## src/rtl/match_counter_pkg.sv

```systemverilog
// Shared types and helpers for the match_counter window statistics block.
package match_counter_pkg;

  typedef enum logic {
    IDLE = 1'b0,
    HOLD = 1'b1
  } out_state_e;

  // Increment val by inc, clamping at max_val; callers narrow the result to their width.
  function automatic logic [31:0] sat_inc(input logic [31:0] val,
                                          input logic        inc,
                                          input logic [31:0] max_val);
    if (inc && (val < max_val)) begin
      return val + 32'd1;
    end
    return val;
  endfunction

endpackage

```

## src/rtl/match_counter_if.sv

```systemverilog
// Recognizer input plus the dav_/rfd four-phase delivery port of match_counter.
interface match_counter_if #(
  parameter int W = 8
);
  logic         z;
  logic         rfd;
  logic         dav_;
  logic [W-1:0] count;
  logic         lost;

  modport master (input z, input rfd, output dav_, output count, output lost);
  modport slave  (output z, output rfd, input dav_, input count, input lost);
endinterface

```

## src/rtl/window_timer.sv

```systemverilog
// Free-running window timer; last flags the final clock of every WINDOW-clock window.
module window_timer #(
  parameter int WINDOW = 64
) (
  input  logic clock,
  input  logic reset,
  output logic last
);

  localparam int CW = $clog2(WINDOW);
  localparam logic [CW-1:0] LAST_VAL = CW'(WINDOW - 1);

  if (WINDOW < 2) begin : g_bad_window
    $error("window_timer: WINDOW must be at least 2");
  end

  logic [CW-1:0] wcnt_q;
  logic [CW-1:0] wcnt_d;

  always_comb begin
    last   = (wcnt_q == LAST_VAL);
    wcnt_d = last ? '0 : wcnt_q + CW'(1);
  end

  always_ff @(posedge clock) begin
    if (reset) begin
      wcnt_q <= '0;
    end else begin
      wcnt_q <= wcnt_d;
    end
  end

endmodule

```

## src/rtl/match_counter.sv

```systemverilog
// Counts recognizer hits per window and delivers each window total over a dav_/rfd handshake,
// with a one-entry pending buffer and a sticky lost flag for overwritten totals.
module match_counter
  import match_counter_pkg::*;
#(
  parameter int W      = 8,
  parameter int WINDOW = 64
) (
  input  logic              clock,
  input  logic              reset,
  match_counter_if.master   bus
);

  localparam logic [W-1:0] MAX_VAL = '1;

  logic         last;
  logic [W-1:0] total;
  logic         consume;

  logic [W-1:0] acc_q, acc_d;
  logic         pend_q, pend_d;
  logic [W-1:0] pend_val_q, pend_val_d;
  logic         lost_q, lost_d;
  logic [W-1:0] count_q, count_d;
  out_state_e   state_q, state_d;

  window_timer #(
    .WINDOW (WINDOW)
  ) u_window_timer (
    .clock (clock),
    .reset (reset),
    .last  (last)
  );

  always_comb begin
    acc_d      = acc_q;
    pend_d     = pend_q;
    pend_val_d = pend_val_q;
    lost_d     = lost_q;
    count_d    = count_q;
    state_d    = state_q;

    total   = W'(sat_inc(32'(acc_q), bus.z, 32'(MAX_VAL)));
    consume = (state_q == IDLE) && pend_q && bus.rfd;

    acc_d = last ? '0 : total;

    if (consume) begin
      pend_d = 1'b0;
    end

    // A window closing in the same clock the buffer drains is not an overwrite.
    if (last) begin
      pend_val_d = total;
      pend_d     = 1'b1;
      if (pend_q && !consume) begin
        lost_d = 1'b1;
      end
    end

    case (state_q)
      IDLE: begin
        if (consume) begin
          count_d = pend_val_q;
          state_d = HOLD;
        end
      end
      HOLD: begin
        if (!bus.rfd) begin
          state_d = IDLE;
        end
      end
      default: state_d = IDLE;
    endcase
  end

  always_ff @(posedge clock) begin
    if (reset) begin
      acc_q      <= '0;
      pend_q     <= 1'b0;
      pend_val_q <= '0;
      lost_q     <= 1'b0;
      count_q    <= '0;
      state_q    <= IDLE;
    end else begin
      acc_q      <= acc_d;
      pend_q     <= pend_d;
      pend_val_q <= pend_val_d;
      lost_q     <= lost_d;
      count_q    <= count_d;
      state_q    <= state_d;
    end
  end

  // dav_ is low exactly while a transfer is held, straight from the state flop.
  assign bus.dav_  = (state_q == IDLE);
  assign bus.count = count_q;
  assign bus.lost  = lost_q;

endmodule
```

## src/flat_wrapper.sv

```systemverilog
// flat-port wrapper written by rule: the top's interface ports become plain ports
module match_counter_flat import match_counter_pkg::*;
#(
  parameter int W      = 8,
  parameter int WINDOW = 64
)
  (clock, reset, bus_z, bus_rfd, bus_dav_, bus_count, bus_lost);
  match_counter_if #(.W(W)) bus_i ();
  input  logic clock;
  input  logic reset;
  input wire logic [$bits(bus_i.z)-1:0] bus_z;
  input wire logic [$bits(bus_i.rfd)-1:0] bus_rfd;
  output wire logic [$bits(bus_i.dav_)-1:0] bus_dav_;
  output wire logic [$bits(bus_i.count)-1:0] bus_count;
  output wire logic [$bits(bus_i.lost)-1:0] bus_lost;
  assign bus_i.z = bus_z;
  assign bus_i.rfd = bus_rfd;
  assign bus_dav_ = bus_i.dav_;
  assign bus_count = bus_i.count;
  assign bus_lost = bus_i.lost;
  match_counter #(.W(W), .WINDOW(WINDOW)) u_core (.clock(clock), .reset(reset), .bus(bus_i));
endmodule
```

## config.mk

```make
export PLATFORM = sky130hd
export DESIGN_NAME = match_counter_flat
export DESIGN_NICKNAME = d
export VERILOG_FILES = /design/src/rtl/match_counter_pkg.sv /design/src/rtl/match_counter_if.sv /design/src/rtl/window_timer.sv /design/src/rtl/match_counter.sv /design/src/flat_wrapper.sv
export SDC_FILE = /design/constraint.sdc
export NUM_CORES = 1
export LEC_CHECK = 0
export CORE_ASPECT_RATIO = 1.5
export CORE_MARGIN = 3
export CORE_UTILIZATION = 54
export CTS_CLUSTER_DIAMETER = 150
export CTS_CLUSTER_SIZE = 30
export DETAILED_ROUTE_END_ITERATION = 16
export PLACE_DENSITY = 0.74
export SKIP_CTS_REPAIR_TIMING = 1
export SYNTH_ARGS = -nofsm -noshare
export SYNTH_HDL_FRONTEND = slang
export SYNTH_SLANG_ARGS = --single-unit
export TNS_END_PERCENT = 5
```

## constraint.sdc

```tcl
create_clock -name clock -period 1.85 [get_ports clock]
set_clock_uncertainty 0.15 [all_clocks]
set_input_delay 0.37 -clock clock [delete_from_list [all_inputs] [get_ports clock]]
set_output_delay 0.37 -clock clock [all_outputs]
set_load 0.1 [all_outputs]
```

* After elaboration in Yosys (flattened, before gate mapping)
Index checks and enable logic that the tools add are counted.
Word-level totals: memory bits (read-only) 0, input bits 4, register bits after elaboration 33, memories kept 0, logic and storage cells 29, output and inout bits 10, latch bits 0, memory bits (writable) 0
Operators by class: equality and inequality tests 1, add/subtract/negate cells 2, bitwise operators 1, div/mod/pow operators 0, $mul 0, reductions and logical operators 9, order comparisons 1, multiplexer cells 8, shift-type cells 0
Operator list (number):
- 2-to-1 mux 8 bit | 2
- adder 8 x 1 -> 8 bit, second input constant | 1
- less-than comparator 8 bit, second input constant | 1
- adder 6 x 1 -> 6 bit, second input constant | 1
- == test 6 bit, second input constant | 1
- 2-to-1 mux 1 bit | 5
- logical AND 1 bit | 4
- AND reduction 2 bit | 2
- one-hot mux 1 bit (2 select lines) | 1
- nonzero test 2 bit | 1
- OR reduction 2 bit | 1
- zero test 1 bit | 1
- inverter 1 bit | 1

* Longest topological paths before layout
depth after elaboration 6, depth in mapped cells 6, gate-level depth less buffers 5

* By module
Synthesis repeated with hierarchy kept, for this count alone.
Unflattened totals: cells, all modules 136, area total of the unflattened synthesis 1341.3 um^2
By module, submodules not included:
- match_counter | area an instance 1103.6 um^2, instances 1, sequential area each 540.5 um^2, cells each 112
- window_timer | area an instance 237.7 um^2, instances 1, sequential area each 120.1 um^2, cells each 24

* Worst setup path after synthesis
Ideal clock, no wire load.
path kind reg2reg, start reg u_core.state_q, end reg u_core.lost_q (netlist: u_core.bus.lost), data arrival time 1463 ps, path buffers 1, stages on the path, launching flop included 6, required time 1572 ps, period minus slack after synthesis 1741 ps, setup time 128 ps, slack 109 ps, cells stage by stage dfxtp_1 > inv_1 > nand3_1 > buf_2 > a31oi_1 > nor2_1
On the way: cells in the longest elaborated chain, start to end 6
Ends and longest elaborated chain:
- start, declared | RTL line match_counter.sv:25 | out_state_e state_q, state_d;
- start signal, assigned | RTL line match_counter.sv:91 | state_q <= state_d;
- inverter 1 bit
- named net bus_dav_ | RTL line flat_wrapper.sv:13 | output wire logic [$bits(bus_i.dav_)-1:0] bus_dav_;
- logical AND 1 bit (2 in series) | RTL line match_counter.sv:44 | consume = (state_q == IDLE) && pend_q && bus.rfd;
- zero test 1 bit | RTL line match_counter.sv:56 | if (pend_q && !consume) begin
- logical AND 1 bit | RTL line match_counter.sv:56
- AND reduction 2 bit (no source line)
- end signal, assigned | RTL line match_counter.sv:89 | lost_q <= lost_d;
- end, declared | RTL line match_counter.sv:23 | logic lost_q, lost_d;
The timed path passes the listed nets, and every way through them passes these cells. A chain may end at the register's enable or synchronous reset.

* Final worst setup path
start reg u_core.acc_q[0], end reg u_core.pend_val_q[1]
On the way: cells in the longest elaborated chain, start to end 4, elaborated cells on any way between the ends 6, those cells by class 1 x add/sub; 1 x order compare; 3 x mux; 1 x reduce/logical
Ends and longest elaborated chain:
- start, declared | RTL line match_counter.sv:20 | logic [W-1:0] acc_q, acc_d;
- start signal, assigned | RTL line match_counter.sv:79 | acc_q <= '0;
- start signal, assigned | RTL line match_counter.sv:86 | acc_q <= acc_d;
- less-than comparator 8 bit | RTL line match_counter_pkg.sv:13 | if (inc && (val < max_val)) begin
- logical AND 1 bit | RTL line match_counter_pkg.sv:13
- 2-to-1 mux 1 bit | RTL line match_counter_pkg.sv:13
- 2-to-1 mux 8 bit * | RTL line match_counter_pkg.sv:16 | return val;
- end signal, assigned | RTL line match_counter.sv:88 | pend_val_q <= pend_val_d;
- end, declared | RTL line match_counter.sv:22 | logic [W-1:0] pend_val_q, pend_val_d;
Mark *: on every way between the ends. The rest lies on a longest branch, timed or not. The select of a mux whose other input is x is not followed.

==> flow_metrics.tcl <==
set metrics [dict create \
    tightest_slew_ns 0.295 \
    rsz0062_at_grt "no" \
    post-route-period-util_pct 90.5 \
    whs_endpoint "u_core.u_window_timer.wcnt_q[0]$_SDFF_PP0_" \
    status "complete, no violations" \
    hpwl_um 1780 \
    final_cell_mix "dfxtp_1 (33), nor2_1 (28), buf_4 (11)" \
    cts_buffer_depth 2 \
    grt_usage_pct 18.9 \
    crit_required_ns 1.93 \
    crit_slowest_cell "dfxtp_1" \
    routed_wl_um 2410 \
    syn_nets 139 \
    crit_type "reg2reg" \
    num_rows 21 \
    max_stage_delay_ns 0.40 \
    fin_cells 183 \
    netlist_top_cells_area "dfxtp_1 (51%), nor2_1 (8.1%), mux2i_1 (7.7%)" \
    slew_headroom_pct 79.8 \
    startpoint_type "flip-flop" \
    p_total_mw 1.16 \
    fp.dieH_um 66.1 \
    crit_family "flip-flops" \
    fillers 151 \
    synthMuxAreaShare_pct 7.69 \
    dr.pass1.iters 4 \
    clock_latency_ns 0.33 \
    cts.htree.levels 2 \
    crit_chain "ha_1 > nand3_1 > o21ai_2 > mux2i_1 > a211oi_2" \
    crit_arrival_ns 1.75 \
    end_kind "flip-flop" \
    globalplace.congestion 0.822 \
    worst-r2r-setup-slack_ns 0.18 \
    grt_pass1_wl_um 4060 \
    die-area_um2 3050 \
    cts_tree "built" \
    maxCapViolations 0 \
    syn_avg_cell_area_um2 9.78 \
    drv_slew 0 \
    yosys.area_share.adder_pct 1.92 \
    synth-edff-count 0 \
    whs_path_depth 1 \
    clk_pin_slew_ns 0.10 \
    nets 165 \
    antenna_found_initial 0 \
    ant_nets 0 \
    die_w_um 46.1 \
    vias 1026 \
    setup-tns-final_ns 0 \
    p_leak_nw 0.695 \
    start_util_pct 57.6 \
    crit_fanout 6 \
    hold_violations 0 \
    period_minus_slack_ns 1.67 \
    area_growth_pct 28.0 \
    drive_above_1_share_pct 21.3 \
    viasPerCell 5.61 \
    dp_cells 170 \
    yosysUniqueCellTypes 35 \
    port_buffers 13 \
    wire_per_inst_um 13.2 \
    layout_commonest_cell "dfxtp_1" \
    drc 0 \
    critPathBufInv 0 \
    setup_viol 0 \
    diodes 0 \
    clock-sinks 33 \
    synth_top_family_by_area "simple AND/OR/NAND/NOR gates" \
    yosys.area_share.simple_pct 21.9 \
    reg2reg_from "u_core.acc_q[0]$_SDFF_PP0_" \
    grt_pass1_vias 956 \
    synthArstFlopShare_pct 0 \
    syn_inst 133 \
    synth_xor_area_share_pct 4.04 \
    yosys_most_used_dff "dfxtp_1" \
    r2r_cells 5 \
    coreArea_um2 2260 \
    ios 14 \
    dr.first_iter.drc_count 24 \
    synth_compound_area_share_pct 10.6 \
    cts_made_buffers 5 \
    min_from "u_core.u_window_timer.wcnt_q[0]$_SDFF_PP0_" \
    holdWs_ns 0.305 \
    yosysTopAreaCell "dfxtp_1" \
    seq_area_frac_synth_pct 50.8 \
    synth_area_um2 1300 \
    yosys.area.top_type_share_pct 50.8 \
    max_freq_mhz 597 \
    grt_max_degree 14 \
    r2r_end "u_core.pend_val_q[1]$_SDFFE_PP0P_" \
    overflow 0 \
    clockRootBuffer "clkbuf_4" \
    powerDensity_nw_per_um2 697 \
    hold_class "reg2reg" \
    peakVddDrop_mv 0.518 \
    synth_seq_cells 33 \
    yosysWarnings 0 \
]
==> cell families after synthesis <==
family | Yosys count
buf+inv | 8
compound gates | 18
simple gates | 56
fa+ha+maj | 2
flops | 33
xor+xnor | 6
mux | 10
==> flip-flops by register name, summed over array words and instances, names as in the netlist <==
signal                        count
u_core.bus.lost                   1
u_core.pend_val_q                 8
u_core.u_window_timer.wcnt_q      6
u_core.pend_q                     1
u_core.bus.count                  8
u_core.acc_q                      8
u_core.state_q                    1
==> cells in the mapped netlist, types with 2 or more instances <==
master and instances:
dfxtp_1 33, nor2_1 28, mux2i_1 10, nand2_1 6, nand2b_1 6, nand3_1 6, a21oi_1 3, inv_1 3
o22ai_1 3, xnor2_1 3, xor2_1 3, a211oi_2 2, and4_1 2, buf_2 2, ha_1 2, o211ai_1 2
==> per-layer routing <==
layer,global-route usage (%),part of all wire (%),vias to the layer above
li1,-,-,518
met3,7.36,4.4,7
met1,21.1,42,479
met5,0,0,-
met2,28.8,50,22
met4,12.1,2.9,0
==> worst register-to-register path, delay by kind of cell, from the launching register on <==
kind | cells | cell delay [ns]
DFF | 1 | 0.40
adders and majority gates | 1 | 0.29
muxes | 1 | 0.34
AOI/OAI and AO/OA | 2 | 0.28
and+or+nand+nor | 1 | 0.12
==> per-stage QoR <==
step | utilization [%] | area, um2 | setup WS (ns)
final | 73.7 | 1670 | 0.175
after global routing | 73.7 | 1670 | 0.0170
after global placement | 69.8 | 1580 | 0.0154
after CTS | 72.0 | 1630 | 0.166
after detailed placement | 69.8 | 1580 | -0.0341
after floorplan | - | 1300 | 0.109
==> cell type report <==
class	instances	area, um2	share of cell area [%]
multi-input cells	92	601	36.1
clock buffers	6	41.3	2.48
repair buffers	24	313	18.8
flip-flops and latches	33	661	39.7
well taps	23	28.8	1.73
clock inverters	2	10.0	0.601
inverters	3	11.3	0.676
==> worst max-delay path by stage <==
stage	startpoint	end	slack, ns	depth (start not counted)
after floorplan	u_core.state_q$_SDFF_PP0_	u_core.bus.lost$_SDFFE_PP0P_	0.11	5
after global placement	bus_z	u_core.pend_val_q[5]$_SDFFE_PP0P_	0.02	5
after detailed placement	bus_z	u_core.pend_val_q[5]$_SDFFE_PP0P_	-0.03	5
after CTS	u_core.u_window_timer.wcnt_q[0]$_SDFF_PP0_	u_core.pend_val_q[2]$_SDFFE_PP0P_	0.17	5
after global routing	u_core.u_window_timer.wcnt_q[0]$_SDFF_PP0_	u_core.pend_val_q[2]$_SDFFE_PP0P_	0.02	5
final	u_core.acc_q[0]$_SDFF_PP0_	u_core.pend_val_q[1]$_SDFFE_PP0P_	0.18	5
==> power by group <==
part	switching, mW	leakage (nW)	internal, mW	total, mW
Clock	0.233	0.0320	0.145	0.377
Sequential	0.00904	0.267	0.720	0.729
Combinational	0.0292	0.396	0.0248	0.0540
No activity file was read; power rests on OpenSTA's default activity.
